### src/rtl/mux_rr_nx1.sv
// mux_rr_nx1: N-to-1 valid/ready channel mux with registered output, fixed-select or round-robin grant.
module mux_rr_nx1 #(
  parameter int WIDTH = 8,
  parameter int N = 4,
  parameter int SELW = 2
) (
  input  logic                 clk,
  input  logic                 rst,
  input  logic [N*WIDTH-1:0]   in_data,
  input  logic [N-1:0]         in_valid,
  output logic [N-1:0]         in_ready,
  input  logic                 mode,
  input  logic [SELW-1:0]      sel,
  output logic [WIDTH-1:0]     out_data,
  output logic [SELW-1:0]      out_ch,
  output logic                 out_valid,
  input  logic                 out_ready
);
  logic [SELW-1:0]  ptr, rr_gnt, gnt;
  logic [N-1:0]     hi;
  logic             rr_vld, fx_vld, gnt_vld, load_en, xfer;
  logic [WIDTH-1:0] gnt_data;
  assign load_en = ~out_valid | out_ready;
  // Channels at or above ptr take priority; otherwise wrap to the lowest valid channel.
  always_comb begin
    hi = '0;
    rr_gnt = '0;
    rr_vld = |in_valid;
    fx_vld = 1'b0;
    for (int k = 0; k < N; k++) hi[k] = in_valid[k] && (k >= int'(ptr));
    for (int k = N-1; k >= 0; k--) if (in_valid[k]) rr_gnt = SELW'(k);
    for (int k = N-1; k >= 0; k--) if (hi[k]) rr_gnt = SELW'(k);
    for (int k = 0; k < N; k++) if (int'(sel) == k && in_valid[k]) fx_vld = 1'b1;
  end
  assign gnt = mode ? rr_gnt : sel;
  assign gnt_vld = mode ? rr_vld : fx_vld;
  assign xfer = load_en & gnt_vld;
  always_comb begin
    gnt_data = '0;
    for (int k = 0; k < N; k++) if (int'(gnt) == k) gnt_data = in_data[k*WIDTH +: WIDTH];
  end
  for (genvar i = 0; i < N; i++) begin : g_rdy
    assign in_ready[i] = xfer & (int'(gnt) == i);
  end
  always_ff @(posedge clk or posedge rst) begin
    if (rst) begin
      out_valid <= 1'b0;
      out_data <= '0;
      out_ch <= '0;
      ptr <= '0;
    end else if (xfer) begin
      out_data <= gnt_data;
      out_ch <= gnt;
      out_valid <= 1'b1;
      if (mode) ptr <= (int'(gnt) == N-1) ? '0 : gnt + 1'b1;
    end else if (load_en) begin
      out_valid <= 1'b0;
    end
  end
endmodule

### config.mk
export PLATFORM = sky130hd
export DESIGN_NAME = mux_rr_nx1
export DESIGN_NICKNAME = d
export VERILOG_FILES = /design/src/rtl/mux_rr_nx1.sv
export SDC_FILE = /design/constraint.sdc
export NUM_CORES = 1
export LEC_CHECK = 0
export CORE_ASPECT_RATIO = 0.8
export CORE_MARGIN = 4
export CORE_UTILIZATION = 41
export DETAILED_ROUTE_END_ITERATION = 10
export PLACE_DENSITY = 0.84
export SLEW_MARGIN = 40
export SYNTH_ARGS = -nofsm -noshare
export SYNTH_HDL_FRONTEND = slang
export SYNTH_SLANG_ARGS = --single-unit
export TNS_END_PERCENT = 50
### constraint.sdc
create_clock -name clk -period 4 [get_ports clk]
set_clock_uncertainty 0.05 [all_clocks]
set_input_delay 0.6 -clock clk [delete_from_list [all_inputs] [get_ports clk]]
set_output_delay 0.6 -clock clk [all_outputs]
set_load 0.02 [all_outputs]
==> impl_metrics.ini, run 1 <==
[placement]
place.gp.congestion = 0.8062
place_ws_ns = 0.3140
place_hpwl_mm = 2.574
io_buffers = 56

[clock_network]
post_cts.repair.setup_buffers = 0
clk_latency_ns = 0.27
cts_tree = yes
ctsResizeCount = 0
htree_levels = 1
clk_pin_slew_ns = 0.07
postCtsHoldBufs = 0
ctsRootBufferMaster = clkbuf_4
cts_buffer_depth = 2
numCtsBuffers = 3
clkSinkCount = 13

[pwr]
power_switching_uw = 277.5
clkPwrFrac_pct = 10.7
internal_power_uw = 469.3
pwr-share-seq_pct = 29.7
p_leak_uw = 0.0006959
peakVddDrop_mv = 0.3099
switching_share_pct = 37.16
combPwrFrac_pct = 59.7
power_density_nw_per_um2 = 449.1

[die]
fp.dieH_um = 52.91
fp.dieArea_um2 = 3393
die_w_um = 64.13
initial_core_util_pct = 45.51
core_area_um2 = 2271
num_rows = 15
ios = 57

[sta]
tns_ns = 0
slew_viol_final = 0
rsz0062_at_grt = no
finalCritPeriodShare_pct = 93.85
fin_crit_ns = 3.754
slew_headroom_pct = 62.04
max_freq_mhz = 266.4
setup_viol = 0
hold_viol_final = 0
fin_ws_ns = 0.2460
tightest_slew_ns = 0.5677

[cells_and_area]
antenna_cells = 0
area_growth_pct = 60.90
drive_above_1_share_pct = 13.94
nets = 212

[synthesis]
yosys.area.top_type_share_pct = 31.48
synth_compound_area_share_pct = 22.52
ys_types = 32
ys.flop_type = dfrtp_1
yosys-top-cells-area = dfrtp_1 31%, mux2_4 8.7%, a221oi_1 5.9%
synthXorXnorAreaFrac_pct = 0
avgSynthCellArea_um2 = 9.750
synth_top_family_by_area = compound AO/OA/AOI/OAI gates
synth_fp_nets = 152
ys_seq_area_share_pct = 31.48
yosysTopAreaCell = dfrtp_1
yosysWarnings = 0
async_flop_share_pct = 100.0
synthAdderAreaFrac_pct = 4.843
synth_most_common_cell = dfrtp_1
synth_seq_cells = 13
muxShareOfSynthArea_pct = 16.10
syn-cell-area_um2 = 1033
synth-edff-count = 0
netlist_instances = 106
yosys.area_share.simple_pct = 19.25
synth_commonest_cells = 13 x dfrtp_1, 9 x nand2_1, 8 x inv_1, 8 x nor2b_1

[setup_path]
r2r_end = out_data[0]
ff2ff_setup_slack_ns = 1.32
critical_path_class = in -> out
worstRegToRegCells = 9
path_max_fanout = 7
worstSetupStartpointType = input pin
critPathRequiredTime_ns = 3.35
cp.arrival_ns = 3.10
critPathCaptureType = primary output
reg2reg_from = ptr[0]

[global_routing]
antenna_found_initial = 0
grt_pass1_wl_mm = 4.574
first_global_vias = 978
grt_max_degree = 17
grt.total_usage_pct = 17.29
grt_overflow = 0

[detailed_routing]
wl_mm = 3.056
wl_per_cell_um = 15.36
viasPerCell = 5.116
drt_iter0_drc = 39
dr.pass1.iters = 4
route.detailed.drc = 0
num_vias = 1018
final_antenna_net_count = 0

[run]
maxCapViolations = 0

[min_path]
min_to = out_data[4]
min_from = out_data[4]
holdCritPathClass = reg -> reg
holdPathStages = 1

[status]
status = complete, no violations
==> cells by family after synthesis <==
kind of cell,after synthesis
compound gates,27
mux,13
fa+ha+maj,4
flops,13
simple gates,36
buf+inv,13
==> registers in the layout, indices dropped and copies added, names as in the netlist <==
register   count
out_data       8
ptr            2
out_ch         2
out_valid      1
==> power groups by stage <==
stage | combinational [µW] | clock (µW) | sequential, µW
final | 446 | 79.6 | 222
after global routing | 477 | 90.3 | 226
after CTS | 450 | 83.4 | 221
after detailed placement | 447 | 0 | 224
after global placement | 437 | 0 | 221
after floorplan | 196 | 0 | 277
==> through the flow <==
stage	area, µm²	power (µW)	hold WS [ns]	instances	utilization, %
final	1663	746.8	0.4631	199	73.22
after global routing	1663	794.1	0.4812	199	73.22
after CTS	1663	754.2	0.4663	199	73.22
after detailed placement	1637	670.6	0.4479	195	72.07
after global placement	1637	658.9	0.4394	195	72.07
after floorplan	1033	472.9	0.4270	106	-
==> metal layers <==
layer	vias up	global-route usage (%)	wire length, µm
met1	482	21.58	1247
met2	33	31.05	1667
li1	501	-	-
met5	-	0	0
met3	2	3.609	123
met4	0	3.509	19
==> final cells by class <==
class / count / area (µm²)
multi-input cells: 80 / 648.1
fillers: 165 / 608.1
repair buffers: 60 / 590.6
flip-flops and latches: 13 / 325.3
well taps: 34 / 42.54
inverters: 8 / 30.03
clock buffers: 4 / 26.28
==> critical path, stage by stage <==
cell	delay, ns
clkdlybuf4s50_1	0.64
nand2b_1	0.16
a21oi_1	0.10
o32ai_1	0.54
inv_1	0.14
ha_1	0.25
and2_1	0.15
clkdlybuf4s50_1	0.53
==> worst max path at each step <==
stage                      startpoint           to  slack [ns]
final                     in_valid[1]  in_ready[0]        0.25
after global routing      in_valid[3]  in_ready[2]        0.15
after CTS                 in_valid[1]  in_ready[0]        0.28
after detailed placement  in_valid[1]  in_ready[0]        0.31
after global placement    in_valid[3]  in_ready[0]        0.39
after floorplan           in_valid[3]  in_ready[3]        1.15
==> placed cells by master, fill, tap and decap left out, types with 3 or more instances in the layout <==
cell type	Yosys	final
a21oi_1	4	4
a221oi_1	7	7
and2_1	4	4
buf_4	0	4
clkbuf_4	0	3
clkdlybuf4s50_1	0	56
dfrtp_1	13	13
ha_1	4	4
inv_1	8	8
mux2_2	5	5
mux2_4	6	6
nand2_1	9	9
nand2b_1	4	4
nor2_1	4	4
nor2b_1	8	8
o31ai_1	7	7
(Power assumes the default switching activity.)
==> run 2: changes to the inputs <==
--- a/config.mk
+++ b/config.mk
@@ -7,9 +7,8 @@
 export LEC_CHECK = 0
 export CORE_ASPECT_RATIO = 0.8
 export CORE_MARGIN = 4
-export CORE_UTILIZATION = 41
+export CORE_UTILIZATION = 30
 export DETAILED_ROUTE_END_ITERATION = 10
-export PLACE_DENSITY = 0.84
 export SLEW_MARGIN = 40
 export SYNTH_ARGS = -nofsm -noshare
 export SYNTH_HDL_FRONTEND = slang
==> impl_metrics.ini, run 2 (same netlist as run 1, synthesis figures left out) <==
[status]
status = complete, no violations

[global_routing]
grt_max_degree = 17
first_global_vias = 1019
antenna_found_initial = 0
grt_pass1_wl_mm = 4.864
grt_overflow = 0
grt.total_usage_pct = 14.09

[sta]
hold_viol_final = 0
tns_ns = 0
slew_viol_final = 0
setup_viol = 0
rsz0062_at_grt = no
finalCritPeriodShare_pct = 93.22
fin_crit_ns = 3.729
tightest_slew_ns = 0.5282
slew_headroom_pct = 64.75
max_freq_mhz = 268.2

[setup_path]
path_buf_inv = 3
critPathTopFamily = buffers and inverters
worstSetupStartpointType = input pin
path_max_fanout = 6
critical_path_class = in -> out
critPathRequiredTime_ns = 3.35
cp.depth = 8
cp_slowest_cell = clkdlybuf4s50_1
path_cells = clkdlybuf4s50_1, nand2b_1, a21boi_0, o32ai_1, inv_1, ha_1, and2_1, clkdlybuf4s50_1
r2r_end = out_data[3]
startpoint = in_valid[3]
cpPeakStageDelay_ns = 0.60
endpoint = in_ready[0]
ff2ff_setup_slack_ns = 1.35
critPathCaptureType = primary output
worstRegToRegCells = 9
cp.arrival_ns = 3.08
cpMostUsedCell = clkdlybuf4s50_1
reg2reg_from = ptr[0]

[cells_and_area]
layout_common_cells = 56 x clkdlybuf4s50_1, 13 x dfrtp_1, 9 x nand2_1
drive_above_1_share_pct = 13.94
nets = 212
top_register = out_data
postLayoutCoreUtil_pct = 52.82
largest_register_ffs = 8
fin_cells = 205
antenna_cells = 0
mostFrequentLayoutCell = clkdlybuf4s50_1
area_growth_pct = 63.44
nFillCells = 282
reg_top3 = out_data: 8 flops, out_ch: 2 flops, ptr: 2 flops

[placement]
place.gp.congestion = 0.9224
io_buffers = 56
place_hpwl_mm = 2.514
dpl.cell_count = 201

[clock_network]
clk_latency_ns = 0.24
numCtsBuffers = 3
ctsResizeCount = 0
postCtsHoldBufs = 0
clk_pin_slew_ns = 0.05
cts_tree = yes
cts_buffer_depth = 2
ctsRootBufferMaster = clkbuf_8
htree_levels = 1
clkSinkCount = 13
post_cts.repair.setup_buffers = 0

[run]
maxCapViolations = 0

[die]
core_area_um2 = 3198
ios = 57
fp.dieArea_um2 = 4454
die_w_um = 73.62
num_rows = 18
initial_core_util_pct = 32.32
fp.dieH_um = 60.50

[min_path]
holdCritPathClass = reg -> reg
min_from = out_data[4]

[pwr]
p_leak_uw = 0.0007037
peakVddDrop_mv = 0.2325
power_density_nw_per_um2 = 461.5

[detailed_routing]
route.detailed.drc = 0
wl_mm = 3.034
dr.pass1.iters = 4
viasPerCell = 4.820
drt_iter0_drc = 45
wl_per_cell_um = 14.80
num_vias = 988
final_antenna_net_count = 0
[run 2: cell counts in the layout (fill, tap and decap cells not counted)]
No cell type changed its count.
[run 2: final cells by class]
| type | count | area (µm²) | share of cell area [%] |
|---|---|---|---|
| Timing Repair Buffer | 60 | 590.6 | 34.96 |
| Multi-Input combinational cell | 80 | 648.1 | 38.37 |
| Sequential cell | 13 | 325.3 | 19.26 |
| Inverter | 8 | 30.03 | 1.778 |
| Tap cell | 40 | 50.05 | 2.963 |
| Clock buffer | 4 | 45.04 | 2.667 |
[run 2: where the power goes]
group          internal (µW)  leakage (µW)  total [µW]  switching (µW)
Clock                   70.2     0.0000228         115            44.7
Combinational            244      0.000526         442             198
Sequential               187      0.000155         222            35.6
[run 2: per-stage QoR]
stage	power (µW)	setup slack (ns)	hold WS, ns	cell area, µm²
after floorplan	472.9	1.150	0.4270	1033
after global placement	665.3	0.3829	0.4438	1644
after detailed placement	671.1	0.2598	0.4469	1644
after CTS	793.8	0.2312	0.4599	1689
after global routing	834.3	0.04439	0.4815	1689
final	779.5	0.2713	0.4539	1689
[run 2: worst min-delay path by stage]
stage / cells past startpoint / slack, ns / to
finish: 1 / 0.45 / out_data[4]
global route: 1 / 0.48 / out_data[5]
CTS: 1 / 0.46 / out_data[4]
detailed placement: 1 / 0.45 / out_data[4]
global placement: 1 / 0.44 / out_data[4]
floorplan: 1 / 0.43 / out_ch[0]
[run 2: layer usage]
layer | global-route usage [%] | wire, µm | vias to the layer above
li1 | - | - | 507
met1 | 19.11 | 1334 | 454
met2 | 23.36 | 1504 | 25
met3 | 3.311 | 166 | 2
met4 | 2.326 | 29 | 0
met5 | 0 | 0 | -
